==> config.mk <==
export PLATFORM = sky130hd
export DESIGN_NAME = postdelay_commutator
export DESIGN_NICKNAME = d
export VERILOG_FILES = /design/src/rtl/postdelay_commutator.sv
export SDC_FILE = /design/constraint.sdc
export NUM_CORES = 1
export LEC_CHECK = 0
export ABC_AREA = 1
export CAP_MARGIN = 20
export CORE_AREA = 2 2 227 229
export DETAILED_ROUTE_END_ITERATION = 16
export DIE_AREA = 0 0 229 231
export PLACE_DENSITY = 0.76
export SLEW_MARGIN = 40
export SYNTH_ARGS = -nofsm -noshare
export SYNTH_HDL_FRONTEND = slang
export SYNTH_SLANG_ARGS = --single-unit
==> constraint.sdc <==
create_clock -name CLK -period 2.74 [get_ports CLK]
set_input_delay 0.411 -clock CLK [delete_from_list [all_inputs] [get_ports CLK]]
set_output_delay 0.411 -clock CLK [all_outputs]
set_load 0.02 [all_outputs]
==> src/rtl/postdelay_commutator.sv <==
// rtl/postdelay_commutator.sv - R2MDC receive-side commutator: path swap every DELAY samples, then upper-path delay
// Optional frame_done output is enabled by defining CM_FRAME_DONE_EN.
module postdelay_commutator #(
  parameter int DELAY = 16,
  parameter int DW    = 16
) (
  input  logic          CLK,
  input  logic          RST_N,
  input  logic          in_valid,
  input  logic [DW-1:0] in0_re,
  input  logic [DW-1:0] in0_im,
  input  logic [DW-1:0] in1_re,
  input  logic [DW-1:0] in1_im,
  output logic          out_valid,
  output logic [DW-1:0] out0_re,
  output logic [DW-1:0] out0_im,
  output logic [DW-1:0] out1_re,
  output logic [DW-1:0] out1_im
`ifdef CM_FRAME_DONE_EN
  ,
  output logic          frame_done
`endif
);

  localparam int KW = $clog2(2 * DELAY);
  localparam int PW = KW - 1;

  logic [KW-1:0]   k;
  logic [PW-1:0]   ptr;
  logic            primed;
  logic            sel;
  logic [2*DW-1:0] raw0;
  logic [2*DW-1:0] raw1;
  logic [2*DW-1:0] d0;
  logic [2*DW-1:0] ram [DELAY];

  assign sel = k[KW-1];
  assign ptr = k[PW-1:0];

  always_comb begin
    raw0 = {in0_re, in0_im};
    raw1 = {in1_re, in1_im};
    if (sel) begin
      raw0 = {in1_re, in1_im};
      raw1 = {in0_re, in0_im};
    end
  end

  // Combinational read plus non-blocking write gives read-before-write on the same slot.
  assign d0 = ram[ptr];

  always_ff @(posedge CLK) begin
    if (in_valid) begin
      ram[ptr] <= raw0;
    end
  end

  always_ff @(posedge CLK or negedge RST_N) begin
    if (!RST_N) begin
      k      <= '0;
      primed <= 1'b0;
    end else if (in_valid) begin
      k <= k + KW'(1);
      if (k == KW'(DELAY - 1)) begin
        primed <= 1'b1;
      end
    end
  end

  always_ff @(posedge CLK or negedge RST_N) begin
    if (!RST_N) begin
      out_valid <= 1'b0;
      out0_re   <= '0;
      out0_im   <= '0;
      out1_re   <= '0;
      out1_im   <= '0;
    end else if (in_valid && primed) begin
      out_valid          <= 1'b1;
      {out0_re, out0_im} <= d0;
      {out1_re, out1_im} <= raw1;
    end else begin
      out_valid <= 1'b0;
    end
  end

`ifdef CM_FRAME_DONE_EN
  always_ff @(posedge CLK or negedge RST_N) begin
    if (!RST_N) begin
      frame_done <= 1'b0;
    end else begin
      frame_done <= in_valid && primed && (k == {KW{1'b1}});
    end
  end
`endif

endmodule

After elaboration in Yosys (flattened, before gate mapping)
Memory sizes are Yosys's and may differ from the RTL's. A register that Yosys moved wholly into a read port is not among the register bits.
Index checks and enable logic that the tools add are counted.
{"block": "totals", "rom_bits": 0, "wordCells": 16, "ram_bits": 512, "reg_bits": 39, "memories": 1, "latchBits": 0, "input_bits": 67, "output_inout_bits": 65}
{"block": "op_classes", "addsub": 1, "n_mul": 0, "n_eq_ne": 1, "n_reduce_logical": 3, "n_lt_le_gt_ge": 0, "n_shift": 0, "mux": 5, "div": 0, "n_bitwise": 0}
{"name": "ram", "depth": 16, "width": 32, "read_ports": 1, "rd_clocked_by_memory_dff": 1, "wr": 1, "line": "35", "text": "logic [2*DW-1:0] ram [DELAY];"}
{"op": "$mux 32", "n": 2}
{"op": "$add 5x1->5 const B", "n": 1}
{"op": "$eq 5x4->1 const B", "n": 1}
{"op": "$mux 1", "n": 3}
{"op": "$reduce_and 2->1", "n": 1}
{"op": "$logic_and 1x1->1", "n": 1}
{"op": "$logic_not 1->1", "n": 1}

Longest topological paths before layout
Gate-level depths: netlist (run 1).
{"block": "depth", "word_depth": 2, "ltp_mapped": 11, "depth_no_buf": 8}

Least setup slack after synthesis (run 1)
OpenSTA, ideal clock, no wires.
{"block": "synth_path", "kind": "reg-to-reg", "start": "reg k[0]", "end": "mem ram[2][0] (netlist bit) (enable)", "setup_time_ps": 421, "setup_slack_ps": -196, "period_less_slack_ps": 2936, "stages_incl_launch_ff": 8, "path_buffers": 3, "arrival_ps": 2515, "required_ps": 2319, "cell_sequence": "dfrtp_1 > buf_6 > inv_4 > buf_6 > buf_2 > ha_1 > nand2_1 > nor2_1"}
{"item": "from (decl)", "line": "28", "text": "logic [KW-1:0] k;"}
{"item": "from (signal assigned)", "line": "63", "text": "k <= k + KW'(1);"}
{"item": "to (decl)", "line": "35"}
Straight into the memory's write port.

==> impl_metrics.toml, run 1 <==
[clocking]
clkLatencyLatePin_ns = 0.59
cts.sinks = 583
cts_resized = 0
cts_tree = "done"
cts_setup_buffers = 0
cts_max_path_buffers = 3
clk_root_buffer_cell = "clkbuf_16"
path_clk_slew_ns = 0.06
numCtsBuffers = 54
cts.hold.buffers_added = 1
htree_num_levels = 2

[sta]
fin_hold_ws_ns = 0.390
fmaxAchievable_ghz = 0.432
tightest_slew_ns = 0.828
maxSlewHeadroom_pct = 44.8
fin_crit_ns = 2.32
final-setup-viol-count = 0
slew_viol_final = 0
clock-skew-final_ns = 0.0186
grt_setup_unrepaired = "false"
finalHoldViolations = 0
totalNegativeSetupSlack_ns = 0
fin_crit_sh_pct = 84.5

[setup_path]
cp.arrival_ns = 2.78
r2r-end = "out0_re[2]"
cpMostUsedCell = "nand2_1"
cp-end-kind = "register"
cp-startpoint = "k[0]"
cp_num_buf_inv = 1
worstSetupPathType = "register to register"
critPathTopFamily = "flip-flops"
crit_cells = 8
max_stage_delay_ns = 0.75
endpoint = "out0_re[2]"
cpMaxStageDelayCell = "dfrtp_4"
r2r_start = "k[0]"
cp_cell_sequence = "buf_12, nand2_1, nand3_1, nand2_1, nand2_1, nand3_1, nor2_1, nor2_1"
required_ns = 3.20
cp_max_fo = 151
r2r_cells = 8
crit_path_start_kind = "register"
reg2reg_setup_slack_ns = 0.42

[synthesis]
synthDominantCellAreaShare_pct = 61.7
synth_nets = 2504
async_flop_share_pct = 12.2
synth_area_um2 = 24900
synthTopCellsByCount = "nand2_1, edfxtp_1, inv_1"
synth-edff-count = 512
yosys_warnings = 0
synth_top_flop_cell = "edfxtp_1"
ys_ff_latch = 583
netlist_instances = 2432
synth.distinct_cells = 21
ys_seq_area_share_pct = 68.9
synth_area_leaders = "edfxtp_1, nand2_1, dfrtp_1"
yosysMostFrequentCell = "nand2_1"
synth_top_area_cell = "edfxtp_1"
synth.avg_cell_area_um2 = 10.2

[global_routing]
antenna_found_initial = 0
grt_pass1_vias = 16666
grt_max_degree = 152
grt_pass1_wl_mm = 91.2
overflow = 0
track_usage_pct = 22.2

[finish]
nets = 2622
nFillCells = 4104
drive_gt1_share_pct = 6.47
fin_cells = 3275
post-route-cell-area_um2 = 29000
diodes = 0
area_delta_synth_final_pct = 16.3

[floorplan]
initial_core_util_pct = 49.1
boundaryPins = 132
die_area_um2 = 52900
die_h_um = 231
rows = 83
core-area_um2 = 50700
die_x_um = 229

[detailed_routing]
first_pass_iters = 5
num_vias = 17036
drc = 0
routedWlPerCell_um = 18.0
finalWirelength_mm = 59.0
via_per_inst = 5.20
drtIter0Drc = 2009
antenna_left = 0

[power]
switchingPower_w = 0.0120
netSwitchingFraction_pct = 37.7
clockPowerShare_pct = 24.0
seqPwrFrac_pct = 39.6
p_per_area_nw_per_um2 = 1100
irDropWorstVdd_mv = 0.764
combPwrFrac_pct = 36.5
internal_power_w = 0.0198
p_leak_nw = 11.9

[run_status]
status = "complete, no violations"

[min_path]
hold_path_class = "input port to asynchronous set/reset pin"

[placed_design]
hpwl_mm = 34.4
dp_cells = 3173
port_buffers = 131
place_area_um2 = 27100
gp_routability_congestion = 0.847

[run]
cap_violations = 0
-- cell usage in the layout, fill, tap and decap left out, types with 3 or more instances in the layout --
cell,instances
inv_6,4
o21ai_0,30
dfrtp_1,68
nor2_4,19
o21ai_1,29
a21oi_1,65
xor2_1,3
nand2_1,784
clkinv_1,5
nand3_1,262
edfxtp_1,512
ha_1,5
bufinv_16,6
inv_1,304
clkbuf_8,4
clkdlybuf4s50_1,130
clkinvlp_4,4
clkbuf_1,10
clkbuf_16,55
nor2_1,217
clkinv_2,12
buf_12,19
buf_4,37
-- logic make-up (layout without fill, tap and decap cells) --
group                      count (synthesis)  after routing  share of synthesized area, %
AOI/OAI and AO/OA                        125            125                          2.52
xor gates and xnor gates                   3              3                         0.106
adders and majority gates                  5              5                         0.251
buffers and inverters                    433            596                          7.55
DFF                                      583            583                          68.9
and+or+nand+nor                         1283           1283                          20.7
-- cell type report --
type | count | area [um^2] | area share, %
clock buffer | 69 | 1470 | 5.07
clock inverter | 32 | 339 | 1.17
inverter | 308 | 1160 | 4.02
multi-input combinational | 1416 | 6010 | 20.7
sequential | 583 | 17200 | 59.3
tap | 680 | 851 | 2.94
timing repair buffer | 187 | 1970 | 6.80
-- routing by layer --
metal  part of all wire (%)  global-route usage (%)  up-vias
li1                       -                       -     8091
met2                     48                    36.5      769
met5                      0                       0        -
met4                    2.8                    7.28        0
met1                     41                    30.2     8065
met3                    8.7                    3.52      111
-- how the worst min path moves through the flow --
stage	startpoint	to	slack [ns]	depth (start not counted)
6_report	RST_N	out1_im[13]	0.39	2
5_1_grt	in0_im[15]	out1_im[15]	0.41	3
4_1_cts	in0_re[12]	out1_re[12]	0.38	3
3_5_place_dp	primed	primed	0.45	1
3_3_place_gp	primed	primed	0.44	1
2_1_floorplan	RST_N	k[0]	0.12	0
-- power groups by stage --
| stage | sequential [W] | clock (W) | combinational [W] |
|---|---|---|---|
| 2_1_floorplan | 0.0131 | 0 | 0.00699 |
| 3_3_place_gp | 0.0127 | 0 | 0.0112 |
| 3_5_place_dp | 0.0127 | 0 | 0.0115 |
| 4_1_cts | 0.0126 | 0.00770 | 0.0116 |
| 5_1_grt | 0.0127 | 0.00805 | 0.0127 |
| 6_report | 0.0126 | 0.00763 | 0.0116 |
-- per-stage QoR --
step	setup WS, ns	utilization [%]	total power (W)
floorplan	-0.196	-	0.0201
global placement	0.287	53.6	0.0239
detailed placement	0.255	53.6	0.0242
CTS	0.484	57.1	0.0318
global route	0.330	57.1	0.0335
finish	0.424	57.1	0.0318
-- flip-flops by register name, indices dropped and copies added, names as in the netlist --
signal / count
k: 5
out_valid: 1
ram: 512
out0_im: 16
primed: 1
out1_im: 16
out0_re: 16
out1_re: 16
(Power assumes the default switching activity.)
==> run 2, diff against run 1 <==
- PLACE_DENSITY: 0.76 -> 0.74
- clock period: 2.74 -> 2.35 ns (I/O delays scaled with it)
==> impl_metrics.toml, run 2 (same netlist as run 1, synthesis figures left out) <==
[run_status]
status = "complete, no violations"

[floorplan]
core-area_um2 = 50700
die_area_um2 = 52900
boundaryPins = 132
rows = 83
die_x_um = 229
initial_core_util_pct = 49.1
die_h_um = 231

[finish]
layout_common_cells = "nand2_1, edfxtp_1, inv_1, nand3_1, nor2_1"
regMostFlops = "ram"
nets = 2649
nFillCells = 4035
diodes = 0
drive_gt1_share_pct = 7.17
utilization_pct = 58.0
final_common_cell = "nand2_1"
seq_area_um2 = 17200
multi_input_area_um2 = 6010
area_delta_synth_final_pct = 18.0
largest_reg_flops = 512

[detailed_routing]
drc = 0
num_vias = 17380
antenna_left = 0
routedWlPerCell_um = 18.7
via_per_inst = 5.26
drtIter0Drc = 1848
first_pass_iters = 5
finalWirelength_mm = 61.8

[power]
p_per_area_nw_per_um2 = 1300
irDropWorstVdd_mv = 1.31
p_total_w = 0.0381
p_leak_nw = 12.1

[placed_design]
hpwl_mm = 38.0
post-place-ws_ns = 0.197
port_buffers = 131
gp_routability_congestion = 0.833

[sta]
grt_setup_unrepaired = "false"
tightest_slew_ns = 0.728
maxSlewHeadroom_pct = 51.4
final-setup-viol-count = 0
finalHoldViolations = 0
clock-skew-final_ns = 0.0156
fin_crit_ns = 2.11
layout_setup_ws_ns = 0.236
fin_crit_sh_pct = 90.0
slew_viol_final = 0
fmaxAchievable_ghz = 0.473

[clocking]
htree_num_levels = 2
clkLatencyLatePin_ns = 0.59
cts.sinks = 583
numCtsBuffers = 53
cts_tree = "done"
clk_root_buffer_cell = "clkbuf_16"
cts_setup_buffers = 0
path_clk_slew_ns = 0.07
cts_max_path_buffers = 3

[setup_path]
r2r_start = "k[0]"
r2r-end = "out0_re[0]"
reg2reg_setup_slack_ns = 0.24
cp_num_buf_inv = 1
cp_cell_sequence = "buf_12, o21ai_0, o21ai_1, nand2_1, nand2_1, nor2_1, nor2_1"
crit_cells = 7
cpMaxStageDelayCell = "dfrtp_4"
worstSetupPathType = "register to register"
r2r_cells = 7
cp-startpoint = "k[0]"
cp_max_fo = 109
max_stage_delay_ns = 0.52
endpoint = "out0_re[0]"
critPathTopFamily = "compound AO/OA/AOI/OAI gates"
cp-end-kind = "register"
cp.arrival_ns = 2.62
required_ns = 2.86
crit_path_start_kind = "register"

[global_routing]
track_usage_pct = 23.2
grt_pass1_vias = 16711
grt_max_degree = 123
antenna_found_initial = 0
grt_pass1_wl_mm = 94.7
overflow = 0

[run]
cap_violations = 0

[min_path]
hold_path_class = "input port to asynchronous set/reset pin"
[run 2: changes by cell type in the layout (fill, tap and decap cells not counted), moves of 3 or more]
cell       before  now
buf_12         19   34
clkinv_1        5    8
clkinv_2       12    8
clkbuf_1       10   14
bufinv_16       6    9
buf_4          37   50
[run 2: repair_timing]
action,4_1_cts,5_1_grt
resized for setup,0,0
setup endpoints to repair,0,0
hold endpoints to repair,36,0
hold buffers,1,0
[run 2: how the worst min path moves through the flow]
stage                        to  slack [ns]  depth (start not counted)       start
CTS                 out1_im[12]        0.33                          3  in0_im[12]
detailed placement  out1_im[11]        0.41                          1       RST_N
global placement    out1_im[11]        0.41                          1       RST_N
finish              out1_im[11]        0.33                          2       RST_N
floorplan                  k[0]        0.06                          0       RST_N
global route        out1_re[10]        0.36                          3  in0_re[10]
[run 2: metal layers]
layer	vias up	share of wire, %	GRT usage [%]
met4	0	2.2	6.49
met5	-	0	0
met2	835	47	36.7
li1	8137	-	-
met1	8319	42	32.8
met3	89	9.3	4.64
[run 2: layout make-up]
class / instances / area share [%]
flip-flops and latches: 583 / 58.4
multi-input cells: 1416 / 20.4
repair buffers: 215 / 8.06
clock buffers: 71 / 4.96
inverters: 308 / 3.96
well taps: 680 / 2.90
clock inverters: 29 / 1.28
[run 2: power by group]
part / internal (W) / total [W] / switching (W)
logic: 0.00451 / 0.0146 / 0.0101
clock network: 0.00535 / 0.00906 / 0.00371
registers: 0.0139 / 0.0145 / 0.000646
total: 0.0237 / 0.0381 / 0.0144
[run 2: stage by stage]
step                TNS [ns]  area (um^2)  instances  hold slack, ns
detailed placement         0        27500       3201           0.415
CTS                        0        29400       3302           0.335
global route               0        29400       3302           0.361
finish                     0        29400       3302           0.335
global placement           0        27500       3201           0.412
floorplan             -28.63        25000       2432          0.0569
==> run 3, diff against run 2 <==
- CAP_MARGIN: 20 -> default
==> results of run 3 <==
Final layout, timing and power as in run 2 (identical DEF).
==> edit 1: new RTL, settings of run 3 <==
Register the output `out1_re` once more, without a reset; this adds one clock of latency there. The other outputs are not delayed to match.
--- a/src/rtl/postdelay_commutator.sv
+++ b/src/rtl/postdelay_commutator.sv
@@ -24,6 +24,8 @@
 
   localparam int KW = $clog2(2 * DELAY);
   localparam int PW = KW - 1;
+
+  logic [DW-1:0] out1_re_s0;
 
   logic [KW-1:0]   k;
   logic [PW-1:0]   ptr;
@@ -72,12 +74,12 @@
       out_valid <= 1'b0;
       out0_re   <= '0;
       out0_im   <= '0;
-      out1_re   <= '0;
+      out1_re_s0 <= '0;
       out1_im   <= '0;
     end else if (in_valid && primed) begin
       out_valid          <= 1'b1;
       {out0_re, out0_im} <= d0;
-      {out1_re, out1_im} <= raw1;
+      {out1_re_s0, out1_im} <= raw1;
     end else begin
       out_valid <= 1'b0;
     end
@@ -93,5 +95,9 @@
   end
 `endif
 
+  always_ff @(posedge CLK) begin
+    out1_re <= out1_re_s0;
+  end
+
 endmodule
 
Behaviour: same outputs for any inputs over 10 cycles, from zero or initial values and one cycle with RST_N low; that may be too few to reach the edited logic, so the function may still have changed.
==> edit 1 against run 3 <==
  * Utilization rose by 0.50 points
  * Final area rose by 0.86%
  * Count of clock-buffer cells in the layout rose by 7
  * Critical path depth fell by 2
  * Wire length fell by 0.41%
  * Die area did not move
  * Sequential cell count rose by 16
  * Power rose by 0.15%
  * Area after synthesis rose by 1.3%
  * Clock skew rose by 0.019 ns
  * Setup slack improved by 0.052 ns
  * Sequential share of layout area rose by 0.59 points
  * Critical endpoint is now ram[11][16]$_DFFE_PP_
==> edit 1: results (changes against run 3) <==
synth-xor-area-share_pct: 0.104  # -0.0014 points
gp_congestion: 0.862  # +3.4%
leakage_uw: 0.0123  # +1.4%
ir_worst_vdd_v: 0.000819  # -37%
grt_use_met2_pct: 38.1  # +1.5 points
crit_fanout: 20  # -82%
met1_usage_pct: 31.6  # -1.2 points
critPathSlowestCell: "dfrtp_1"
wire_per_inst_um: 18.5  # -1.3%
synth-async-reset-ratio_pct: 11.9  # -0.33 points
swShare_pct: 37.7  # -0.13 points
drive_gt1_share_pct: 7.27  # +0.10 points
critPathTopFamily: "buffers and inverters"
clkLatencyLatePin_ns: 0.62  # +0.03 ns
met3_length_um: 5270  # -8.2%
synthAdderAreaFrac_pct: 0.248  # -0.0033 points
grt_max_degree: 97  # -21%
synth_area_leaders: "edfxtp_1 (61%), nand2_1 (12%), dfrtp_1 (7.0%), nand3_1 (5.3%), inv_1 (4.6%)"
gr-usage-met3_pct: 3.83  # -0.82 points
synth_common_cells: "nand2_1 (790), edfxtp_1 (512), inv_1 (312)"
synth_cell_type_count: 22  # +4.8%
synth_seq_area_share_pct: 69.2  # +0.36 points
finish.net_count: 2679  # +1.1%
outcome: "finished clean"
skew_ns: 0.0348  # +0.0192 ns
edit 1: changes by cell type after synthesis, moves of 2 or more:
cell and delta:
dfxtp_1 +16, nor2_1 -6, o21ai_1 -2, o21ai_0 -2, nand2_1 +6, inv_1 +6
nand3_1 +4
edit 1: what timing repair did:
item,in CTS,in global routing
buffers inserted,0,0
hold buffers,1,0
endpoints found under the hold margin,28,0
edit 1: metrics by stage:
step	hold slack, ns	TNS, ns	cells
4_1_cts	0.240	0	3333
5_1_grt	0.272	0	3333
6_report	0.225	0	3333
3_3_place_gp	0.337	0	3226
3_5_place_dp	0.345	0	3226
2_1_floorplan	0.0569	-26.97	2454
edit 1: power by group through the flow:
stage          registers, uW  logic [uW]  clock network (uW)
6_report               14900       14300                8940
5_1_grt                15100       15600                9430
4_1_cts                14900       14300                9010
2_1_floorplan          15600        8210                   0
3_5_place_dp           15100       14200                   0
3_3_place_gp           15100       13900                   0
edit 1: final timing paths:
path / startpoint / endpoint / slack, ns / cells after the start
min in group CLK: in0_im[7] / out1_im[7]$_DFFE_PN0P_ / 0.32 / 3
setup reg to reg: k[3]$_DFFE_PN0P_ / ram[11][16]$_DFFE_PP_ / 0.29 / 5
max in group asynchronous: RST_N / out0_im[13]$_DFFE_PN0P_ / 1.48 / 3
hold / removal: RST_N / out1_re_s0[12]$_DFFE_PN0P_ / 0.22 / 2
setup / recovery: k[3]$_DFFE_PN0P_ / ram[11][16]$_DFFE_PP_ / 0.29 / 5
hold reg to reg: out1_re_s0[11]$_DFFE_PN0P_ / out1_re[11]$_DFF_P_ / 0.37 / 0
edit 1: area by class of cell:
type,count,area (um2)
Fill cell,4101,21000
Sequential cell,599,17500
Multi-Input combinational cell,1416,6010
Timing Repair Buffer,218,2310
Clock buffer,78,1580
Inverter,314,1190
Tap cell,680,851
Clock inverter,28,215
==> edit 2: new RTL, settings of run 3 <==
Without the edit above. Set the parameter `DELAY` to 8 (it was 16).
--- a/src/rtl/postdelay_commutator.sv
+++ b/src/rtl/postdelay_commutator.sv
@@ -1,7 +1,7 @@
 // rtl/postdelay_commutator.sv - R2MDC receive-side commutator: path swap every DELAY samples, then upper-path delay
 // Optional frame_done output is enabled by defining CM_FRAME_DONE_EN.
 module postdelay_commutator #(
-  parameter int DELAY = 16,
+  parameter int DELAY = 8,
   parameter int DW    = 16
 ) (
   input  logic          CLK,
Check against the original RTL: not equivalent (Yosys sat finds a counterexample within 10 cycles, from zero or initial values and one cycle with RST_N low).
==> edit 2 against run 3 <==
  * Wire length is 46% lower
  * Final area down 42%
  * Setup slack improved by 0.085 ns
  * Register-to-register slack better by 0.12 ns
  * Sequential cell count decreased by 257
  * Area after synthesis down 44%
  * Sequential power shrank 41%
  * Fmax is 4.2% higher
  * Power fell by 45%
  * Utilization down 24 points
  * First-iteration DRC count is 56% lower
  * Clock skew barely moved
  * Critical path depth decreased by 6
  * Global-route usage shrank 11 points
==> edit 2: results (changes against run 3) <==
outcome: "finished clean"
ff2ff_path_depth: 4  # -3
ff2ff_setup_slack_ns: 0.36  # +0.12 ns
max_stage_delay_ns: 0.65  # +0.13 ns
met3_length_um: 2500  # -56%
synth_common_cells: "nand2_1 (382), edfxtp_1 (256), inv_1 (223)"
skew_ns: 0.0157  # +0.000139 ns
largest_register: "ram"
wl_met2_um: 15900  # -46%
clkLatencyLatePin_ns: 0.56  # -0.03 ns
grt_first_pass_wirelength_um: 51800  # -45%
clk-power_uw: 4800  # -47%
grt_use_met2_pct: 20.7  # -16 points
synth-compound-area-share_pct: 4.00  # +1.5 points
crit_required_ns: 2.00  # -0.86 ns
synthAdderAreaFrac_pct: 0.0902  # -0.16 points
synth-async-reset-ratio_pct: 21.5  # +9.3 points
wirelength_um: 33500  # -46%
grt_usage_pct: 12.3  # -11 points
met1_usage_pct: 16.2  # -17 points
synth_area_leaders: "edfxtp_1 (55%), dfrtp_1 (13%), nand2_1 (10%), inv_1 (6.0%), nand3_1 (4.6%)"
critPathSlowestCell: "clkdlybuf4s50_1"
avgSynthCellArea_um2: 10.0  # -2.2%
crit_fanout: 2  # -98%
stdcell_count: 2216  # -33%
synth-xor-area-share_pct: 0.189  # +0.084 points
wl_met1_um: 14500  # -44%
pwr-share-clk_pct: 23.0  # -0.8 points
grt_pass1_vias: 9631  # -42%
p_switching_uw: 7710  # -47%
drt-pass1-iter-count: 6  # +1
largest_register_ffs: 256  # -50%
first_iter_violations: 818  # -56%
gp_congestion: 0.809  # -3.0%
r2r_end: "ram[1][4]$_DFFE_PP_"
p_comb_uw: 7510  # -49%
ir_worst_vdd_v: 0.000898  # -31%
finish.net_count: 1582  # -40%
cts_buffers: 28  # -47%
critPathTopFamily: "buffers and inverters"
htreeDepth: 1  # -1
holdWs_ns: 0.380  # +0.0455 ns
vias: 9693  # -44%
leakage_uw: 0.00715  # -41%
grt_max_degree: 113  # -8.1%
synth.area.mux_share_pct: 0  # unchanged
synth_cell_type_count: 20  # -4.8%
drive_gt1_share_pct: 6.51  # -0.66 points
gr-usage-met3_pct: 2.10  # -2.5 points
hold_depth: 3
worst_slew_pin_slew_ns: 0.724  # -0.00340 ns
worstHoldPathType: "primary input to register"
synth_seq_area_share_pct: 68.0  # -0.86 points
hold_end: "out1_im[14]$_DFFE_PN0P_"
dp_hpwl_um: 21900  # -42%
synth_edf_count: 256  # -50%
dp_slack_ns: 0.243  # +0.0455 ns
syn_nets: 1454  # -42%
edit 2: cell types whose count changed after synthesis, sizes merged, moves of 4 or more:
cell    before  now
ha           5    1
nor2       236  153
o211ai       0   25
clkbuf      17   22
nand3      262  128
inv        308  228
o21ai       59    8
nand2      784  383
edfxtp     512  256
buf        108   44
edit 2: repair_timing:
item | 4_1_cts | 5_1_grt
setup endpoints to repair | 0 | 0
hold buffers | 1 | 0
endpoints found under the hold margin | 48 | 0
edit 2: layout make-up:
| class | instances | area [um2] |
|---|---|---|
| timing repair buffer | 164 | 1720 |
| tap | 680 | 851 |
| clock buffer | 35 | 778 |
| clock inverter | 17 | 183 |
| multi-input combinational | 766 | 3330 |
| fill | 4984 | 33500 |
| sequential | 326 | 9440 |
| inverter | 228 | 857 |
edit 2: worst max path at each step:
stage / from / end / slack (ns) / depth (start not counted)
2_1_floorplan: k[2]$_DFFE_PN0P_ / ram[0][0]$_DFFE_PP_ / -0.38 / 4
3_3_place_gp: in_valid / out0_re[13]$_DFFE_PN0P_ / 0.28 / 7
3_5_place_dp: in_valid / ram[6][8]$_DFFE_PP_ / 0.24 / 4
4_1_cts: out0_re[15]$_DFFE_PN0P_ / out0_re[15] / 0.28 / 1
5_1_grt: k[0]$_DFFE_PN0P_ / ram[1][3]$_DFFE_PP_ / 0.28 / 4
6_report: out0_re[15]$_DFFE_PN0P_ / out0_re[15] / 0.32 / 1
edit 2: stage by stage:
step / cell area (um2) / utilization [%]
2_1_floorplan: 13900 / -
3_3_place_gp: 16200 / 32.0
3_5_place_dp: 16200 / 32.0
4_1_cts: 17200 / 33.9
5_1_grt: 17200 / 33.9
6_report: 17200 / 33.9
edit 2: worst reg2reg max path, delay by kind of cell (launching register included):
kind	cells	cell delay, ns
buf+inv	2	0.65
flops	1	0.45
simple gates	2	0.56
